File: config.mk
export PLATFORM = sky130hd
export DESIGN_NAME = lsu_mem_port
export DESIGN_NICKNAME = d
export VERILOG_FILES = /design/src/rtl/lsu_mem_port.sv
export SDC_FILE = /design/constraint.sdc
export NUM_CORES = 1
export LEC_CHECK = 0
export BUFFER_PORTS_ARGS = -buffer_cell sky130_fd_sc_hd__buf_4
export CAP_MARGIN = 40
export CORE_UTILIZATION = 53
export DETAILED_ROUTE_END_ITERATION = 10
export MAX_ROUTING_LAYER = met4
export PLACE_DENSITY = 0.89
export SYNTH_ARGS = -nofsm -noshare
export SYNTH_HDL_FRONTEND = slang
export SYNTH_SLANG_ARGS = --single-unit
File: constraint.sdc
create_clock -name clk -period 4.65 [get_ports clk]
set_input_delay 0.6975 -clock clk [delete_from_list [all_inputs] [get_ports clk]]
set_output_delay 0.6975 -clock clk [all_outputs]
set_load 0.05 [all_outputs]
File: src/rtl/lsu_mem_port.sv
// Load/store port: decodes one core request at a time, drives a grant/rvalid
// memory handshake and returns a single-cycle response with formatted data or error.
module lsu_mem_port #(
    parameter int TIMEOUT_CYCLES = 16
) (
    input  logic        clk,
    input  logic        reset,
    input  logic        req_valid,
    output logic        req_ready,
    input  logic        req_we,
    input  logic [2:0]  req_funct3,
    input  logic [31:0] req_addr,
    input  logic [31:0] req_wdata,
    output logic        resp_valid,
    output logic [31:0] resp_rdata,
    output logic        resp_err,
    output logic        mem_req,
    output logic        mem_we,
    output logic [31:0] mem_addr,
    output logic [3:0]  mem_be,
    output logic [31:0] mem_wdata,
    input  logic        mem_gnt,
    input  logic        mem_rvalid,
    input  logic [31:0] mem_rdata
);

    localparam logic [1:0] S_IDLE = 2'd0;
    localparam logic [1:0] S_REQ  = 2'd1;
    localparam logic [1:0] S_WAIT = 2'd2;
    localparam logic [1:0] S_RESP = 2'd3;

    localparam int CW = $clog2(TIMEOUT_CYCLES);
    // The counter value in the last permitted REQ/WAIT cycle
    localparam logic [CW-1:0] CNT_LAST = CW'(TIMEOUT_CYCLES - 2);

    logic [1:0]    state;
    logic [CW-1:0] cnt;
    logic          lat_we;
    logic [2:0]    lat_f3;
    logic [1:0]    lat_off;

    logic          legal;
    logic          misaligned;
    logic [3:0]    be_dec;
    logic [31:0]   wdata_dec;
    logic [31:0]   lane;
    logic [31:0]   load_fmt;
    logic          timeout;

    assign req_ready = (state == S_IDLE);
    assign timeout   = (cnt == CNT_LAST);

    always_comb begin
        legal      = 1'b0;
        misaligned = 1'b0;
        be_dec     = 4'b1111;
        wdata_dec  = req_wdata;
        if (req_we)
            legal = (req_funct3 == 3'b000) || (req_funct3 == 3'b001) || (req_funct3 == 3'b010);
        else
            legal = (req_funct3 == 3'b000) || (req_funct3 == 3'b001) || (req_funct3 == 3'b010) ||
                    (req_funct3 == 3'b100) || (req_funct3 == 3'b101);
        case (req_funct3[1:0])
            2'b00: begin
                be_dec    = 4'b0001 << req_addr[1:0];
                wdata_dec = {4{req_wdata[7:0]}};
            end
            2'b01: begin
                misaligned = req_addr[0];
                be_dec     = req_addr[1] ? 4'b1100 : 4'b0011;
                wdata_dec  = {2{req_wdata[15:0]}};
            end
            default: begin
                misaligned = (req_addr[1:0] != 2'b00);
                be_dec     = 4'b1111;
                wdata_dec  = req_wdata;
            end
        endcase
    end

    always_comb begin
        lane     = mem_rdata >> {lat_off, 3'b000};
        load_fmt = lane;
        case (lat_f3)
            3'b000:  load_fmt = {{24{lane[7]}}, lane[7:0]};
            3'b001:  load_fmt = {{16{lane[15]}}, lane[15:0]};
            3'b100:  load_fmt = {24'h0, lane[7:0]};
            3'b101:  load_fmt = {16'h0, lane[15:0]};
            default: load_fmt = lane;
        endcase
    end

    always_ff @(posedge clk) begin
        if (reset) begin
            state      <= S_IDLE;
            cnt        <= '0;
            lat_we     <= 1'b0;
            lat_f3     <= 3'b000;
            lat_off    <= 2'b00;
            resp_valid <= 1'b0;
            resp_err   <= 1'b0;
            resp_rdata <= 32'h0;
            mem_req    <= 1'b0;
            mem_we     <= 1'b0;
            mem_addr   <= 32'h0;
            mem_be     <= 4'h0;
            mem_wdata  <= 32'h0;
        end else begin
            resp_valid <= 1'b0;
            case (state)
                S_IDLE: begin
                    if (req_valid) begin
                        lat_we  <= req_we;
                        lat_f3  <= req_funct3;
                        lat_off <= req_addr[1:0];
                        if (!legal || misaligned) begin
                            state      <= S_RESP;
                            resp_valid <= 1'b1;
                            resp_err   <= 1'b1;
                            resp_rdata <= 32'h0;
                        end else begin
                            state     <= S_REQ;
                            cnt       <= '0;
                            mem_req   <= 1'b1;
                            mem_we    <= req_we;
                            mem_addr  <= {req_addr[31:2], 2'b00};
                            mem_be    <= be_dec;
                            mem_wdata <= wdata_dec;
                        end
                    end
                end
                S_REQ: begin
                    cnt <= cnt + CW'(1);
                    if (mem_gnt) begin
                        mem_req <= 1'b0;
                        if (lat_we) begin
                            state      <= S_RESP;
                            resp_valid <= 1'b1;
                            resp_err   <= 1'b0;
                            resp_rdata <= 32'h0;
                        end else begin
                            state <= S_WAIT;
                        end
                    end else if (timeout) begin
                        mem_req    <= 1'b0;
                        state      <= S_RESP;
                        resp_valid <= 1'b1;
                        resp_err   <= 1'b1;
                        resp_rdata <= 32'h0;
                    end
                end
                S_WAIT: begin
                    cnt <= cnt + CW'(1);
                    if (mem_rvalid) begin
                        state      <= S_RESP;
                        resp_valid <= 1'b1;
                        resp_err   <= 1'b0;
                        resp_rdata <= load_fmt;
                    end else if (timeout) begin
                        state      <= S_RESP;
                        resp_valid <= 1'b1;
                        resp_err   <= 1'b1;
                        resp_rdata <= 32'h0;
                    end
                end
                default: begin
                    state <= S_IDLE;
                end
            endcase
        end
    end

endmodule
# [Word level (Yosys, flattened, before mapping)]
# Index checks and enable logic that the tools add are counted.
[classes] n_mux=42 reduce_logical=20 shifts=2 eq_ne=16 n_bitwise=1 n_addsub=1
[op_table] op="two-way mux 32 bit" count=6
[op_table] op="one-hot mux 32 bit (4 select lines)" count=1
[op_table] op="one-hot mux 32 bit (3 select lines)" count=1
[op_table] op="one-hot mux 32 bit (2 select lines)" count=1
[op_table] op="right shift 32 x 5 -> 32 bit" count=1
[op_table] op="two-way mux 1 bit" count=18
[op_table] op="one-hot mux 4 bit (2 select lines)" count=2
[op_table] op="== test 3 bit (second input constant)" count=4
[op_table] op="two-way mux 4 bit" count=3
[op_table] op="two-way mux 2 bit" count=5
[op_table] op="AND reduction 4 bit" count=2
[op_table] op="== test 3 x 1 -> 1 bit (second input constant)" count=2
[op_table] op="logical NOT 3 bit" count=2
[op_table] op="inequality test 3 bit (second input constant)" count=2
[op_table] op="one-hot mux 1 bit (3 select lines)" count=2
[op_table] op="one-hot mux 2 bit (3 select lines)" count=1
[op_table] op="AND reduction 3 bit" count=2
[op_table] op="nonzero test 2 bit" count=3
[op_table] op="logical OR 1 bit" count=5
[op_table] op="adder 4 x 1 -> 4 bit (second input constant)" count=1
[op_table] op="== test 2 x 1 -> 1 bit (second input constant)" count=2
[op_table] op="== test 4 bit (second input constant)" count=1
[op_table] op="logical NOT 2 bit" count=2
[op_table] op="inequality test 2 bit (second input constant)" count=2
[op_table] op="10 further kinds" count=11
[totals] elab_cells=95 in_bits=105 output_inout_bits=105 reg_bits=114

# [Longest topological paths before layout]
[depth] depth_word=11 ltp_mapped=9 ltp_nobuf=7

# [Worst setup path before layout]
# Ideal clock, no wire load.
[synth_timing] path_kind="register -> register" startpoint="register state[0]" endpoint="register mem_be[0]" stages_incl_launch_ff=9 t_required_ns=4.512 arrival_ns=2.310 n_path_buf=3 setup_ns=0.138 slack_ns=2.202 period_less_slack_ns=2.448 cell_sequence="dfxtp_1 -> inv_1 -> ha_1 -> nand2_1 -> o21ba_2 -> buf_2 -> buf_2 -> buf_1 -> a211oi_1"
[synth_via] elab_chain_len=2
[synth_lines] item="start, declared" line_no="36" source="logic [1:0] state;"
[synth_lines] item="start signal, assigned" line_no="95" source="state <= S_IDLE;"
[synth_lines] item="start signal, assigned" line_no="117" source="state <= S_RESP;"
[synth_lines] item="start signal, assigned" line_no="122" source="state <= S_REQ;"
[synth_lines] item="logical NOT 2 bit"
[synth_lines] item="via req_ready" line_no="9" source="output logic req_ready,"
[synth_lines] item="AND reduction 3 bit (no source line)"
[synth_lines] item="end signal, assigned" line_no="106" source="mem_be <= 4'h0;"
[synth_lines] item="end signal, assigned" line_no="127" source="mem_be <= be_dec;"
[synth_lines] item="end, declared" line_no="20" source="output logic [3:0] mem_be,"
# The timed path passes the listed nets, and every way through them passes these cells.
# A chain may end at the register's enable or synchronous reset.

# [Worst setup path after layout]
[layout_timing] startpoint="register state[1]" endpoint="register resp_rdata[20]"
[layout_via] elab_chain_len=3 elab_cells_between_ends=9 classes_between="eq/ne (5); mux (1); reduce/logical (3)"
[layout_lines] item="== test 2 x 1 -> 1 bit, or another cell as far along" line_no="110" source="case (state)"
[layout_lines] item="inequality test 3 bit (no source line), or another cell as far along"
[layout_lines] item="AND reduction 4 bit (no source line)"
[layout_lines] item="end signal, assigned" line_no="158" source="resp_rdata <= load_fmt;"
[layout_lines] item="end, declared" line_no="15" source="output logic [31:0] resp_rdata,"
# Several ways; a longest one is shown, not always the timed one.

==> results.yml <==
yosys:
  ys_seq_area_share_pct: 42.0
  synth.distinct_cells: 56
  syn_area_sq_um: 5430
  synth-seq-cells: 114
  syn_inst: 665
  synth_top_flop_cell: "dfxtp_1"
  synth-edff-count: 0
  yosysWarnings: 0
  avgSynthCellArea_sq_um: 8.17
  async_reset_ff_share_pct: 0
route:
  firstDrtPassIters: 5
  drc_errors: 0
  wl_mm: 17.0
  wl_met3_mm: 1.45
  m1WireLength_mm: 6.66
  post_drt_wl_per_cell_um: 17.1
  num_vias: 5770
  drt-vias-per-instance: 5.79
  ant_nets: 0
  drt-initial-drc-count: 463
  routed.top_layer: "met4"
  wl_met2_mm: 8.34
global_route:
  grt_pass1_wl_mm: 25.7
  globalRouteOverflowTotal: 0
  antenna_found_initial: 0
  grt_max_degree: 69
  gr-usage-all-layers_pct: 32.7
  grt_pass1_vias: 5387
finish:
  fin_nets: 962
  drive_gt1_share_pct: 29.8
  num_antenna_cells: 0
  syn_to_final_growth_pct: 41.6
  final_cells: 996
timing:
  relSlewSlack_pct: 38.1
  finalSetupViolCount: 0
  fin_setup_tns_ps: 0
  rsz0062_at_grt: "false"
  drv_slew: 0
  fin_crit_ps: 2880
  fmax_mhz: 347
  finalCritPeriodShare_pct: 62.0
  skew_ps: 6.70
  hold_violations: 0
  tightestPinTransition_ps: 929
clock_tree:
  cts_tree: "built"
  cts_setup_buffers: 0
  path_clk_slew_ps: 60
  post_cts_resized: 0
  numCtsBuffers: 17
  cts_buffer_depth: 2
  ctsHoldBuffers: 0
  clk-insertion-delay-late_ps: 530
  clock-sinks: 114
  cts_max_level: 4
  clock-root-buffer: "clkbuf_8"
floorplan:
  start_util_pct: 55.1
  dieWidth_um: 103
  die_h_um: 103
  die_area_sq_um: 10700
  coreArea_sq_um: 9860
  num_rows: 36
  ios: 210
worst_setup_path:
  worst-r2r-cell-count: 7
  cp-end-kind: "register"
  criticalPathCategory: "register to register"
  cp.required_ps: 5080
  cp.arrival_ps: 3310
  critPathLaunchType: "register"
  path_max_fanout: 18
power_and_ir_drop:
  powerDensity_nw_per_um2: 506
  p_leak_uw: 0.00323
  ir_worst_vdd_uv: 299
run:
  drv_cap: 0
worst_hold_path:
  hold_class: "primary input to register"
  min_path_cells: 3
placement:
  place_hpwl_mm: 12.0
  place_congestion: 0.848
  port_buffers: 207
  dp.cells: 964
status:
  outcome: "complete, no violations"
[worst max-delay path, cell delays in order, from the launching register on]
cell      delay, ps
dfxtp_1         420
inv_1           100
ha_1            420
nor2b_1         270
a2111o_1        380
nor2_1          430
nand4_1         430
o221ai_1        330
[placed cells by master, fill, tap and decap left out, drive strengths merged, types with 3 or more instances in the layout]
cell | synthesis | routed
a211oi | 11 | 11
buf | 12 | 211
nand2b | 17 | 17
clkbuf | 34 | 21
o21ai | 36 | 36
inv | 13 | 14
ha | 7 | 7
and2 | 8 | 8
a32oi | 7 | 7
nor2b | 15 | 15
nand3 | 13 | 13
and3 | 3 | 3
a221o | 6 | 6
a311oi | 11 | 11
nor2 | 45 | 45
dfxtp | 114 | 114
a211o | 7 | 7
o211ai | 9 | 9
a21oi | 77 | 77
o21a | 3 | 3
nand2 | 134 | 134
nor3 | 5 | 5
mux2 | 3 | 3
o221ai | 8 | 8
bufinv | 0 | 4
clkinv | 1 | 5
mux2i | 31 | 31
a22o | 8 | 8
[registers in the layout, summed over array words and instances (netlist names)]
signal and cells:
lat_we 1, mem_we 1, mem_wdata 32, resp_err 1
mem_be 4, mem_addr 30, lat_f3 3, mem_req 1
state 2, cnt 4, resp_rdata 32, lat_off 2
resp_valid 1
[area by class of cell]
cell class / count / area, sq um
Multi-Input combinational cell: 492 / 2920
Sequential cell: 114 / 2280
Fill cell: 651 / 2170
Timing Repair Buffer: 211 / 1630
Clock buffer: 21 / 469
Clock inverter: 11 / 175
Tap cell: 133 / 166
Inverter: 14 / 52.6
[final timing paths]
path	endpoint	from	slack (ps)
max reg2reg	resp_rdata[20]	state[1]	1770
min	mem_addr[14]	req_addr[14]	420
max	resp_rdata[20]	state[1]	1770
min reg2reg	mem_addr[28]	mem_addr[28]	460
[cells in the mapped netlist, types with 2 or more instances]
cell,n,share of area [%]
a32oi_1,7,1.1
o21a_1,3,0.41
a221o_1,6,1.1
a211o_1,7,1.1
a41o_4,2,0.78
nor3_1,4,0.37
buf_2,4,0.37
mux2_2,2,0.41
clkbuf_1,34,2.3
buf_4,2,0.28
and3_1,3,0.35
a21o_1,2,0.28
o211ai_1,9,1.2
mux2i_1,31,5.7
o21ai_0,36,3.3
and2_1,8,0.92
buf_1,5,0.35
a311oi_1,11,1.8
nor2_1,45,3.1
a211oi_1,11,1.5
nand3_1,13,1.2
a22o_1,8,1.3
inv_1,13,0.90
nand2b_1,17,2.0
ha_1,7,1.6
o221ai_1,8,1.3
nand2_1,134,9.3
nand4_1,2,0.23
a21oi_1,77,7.1
dfxtp_1,114,42
nor2b_1,15,1.7
[report_power, final]
part           total, uW  internal (uW)  switching [uW]  leakage (uW)
clock network       1400            930             474      0.000311
logic               1330            440             889       0.00199
registers           1160           1080            74.1      0.000925
[metrics by stage]
step / cell area (sq um) / hold WS (ps) / setup WS, ps / util, % / total power (uW)
global route: 7690 / 416 / 1560 / 78.0 / 4040
CTS: 7690 / 406 / 1850 / 78.0 / 3880
detailed placement: 7050 / 447 / 1850 / 71.4 / 2480
global placement: 6980 / 443 / 1680 / 70.7 / 2410
finish: 7690 / 416 / 1770 / 78.0 / 3890
floorplan: 5440 / 451 / 2200 / - / 2080
[routing by layer]
metal	track usage, %	up-vias
li1	-	2725
met1	38.4	2681
met2	53.1	314
met3	7.66	50
met4	15.4	0
met5	-	-
[cell families after synthesis]
kind of cell,after synthesis,synth area share [%]
AOI/OAI and AO/OA,199,24.9
adders and majority gates,7,1.61
buffers and inverters,60,4.51
DFF,114,42.0
muxes,34,6.40
other,1,0.0690
and+or+nand+nor,250,20.5
No activity file was read; power rests on OpenSTA's default activity.
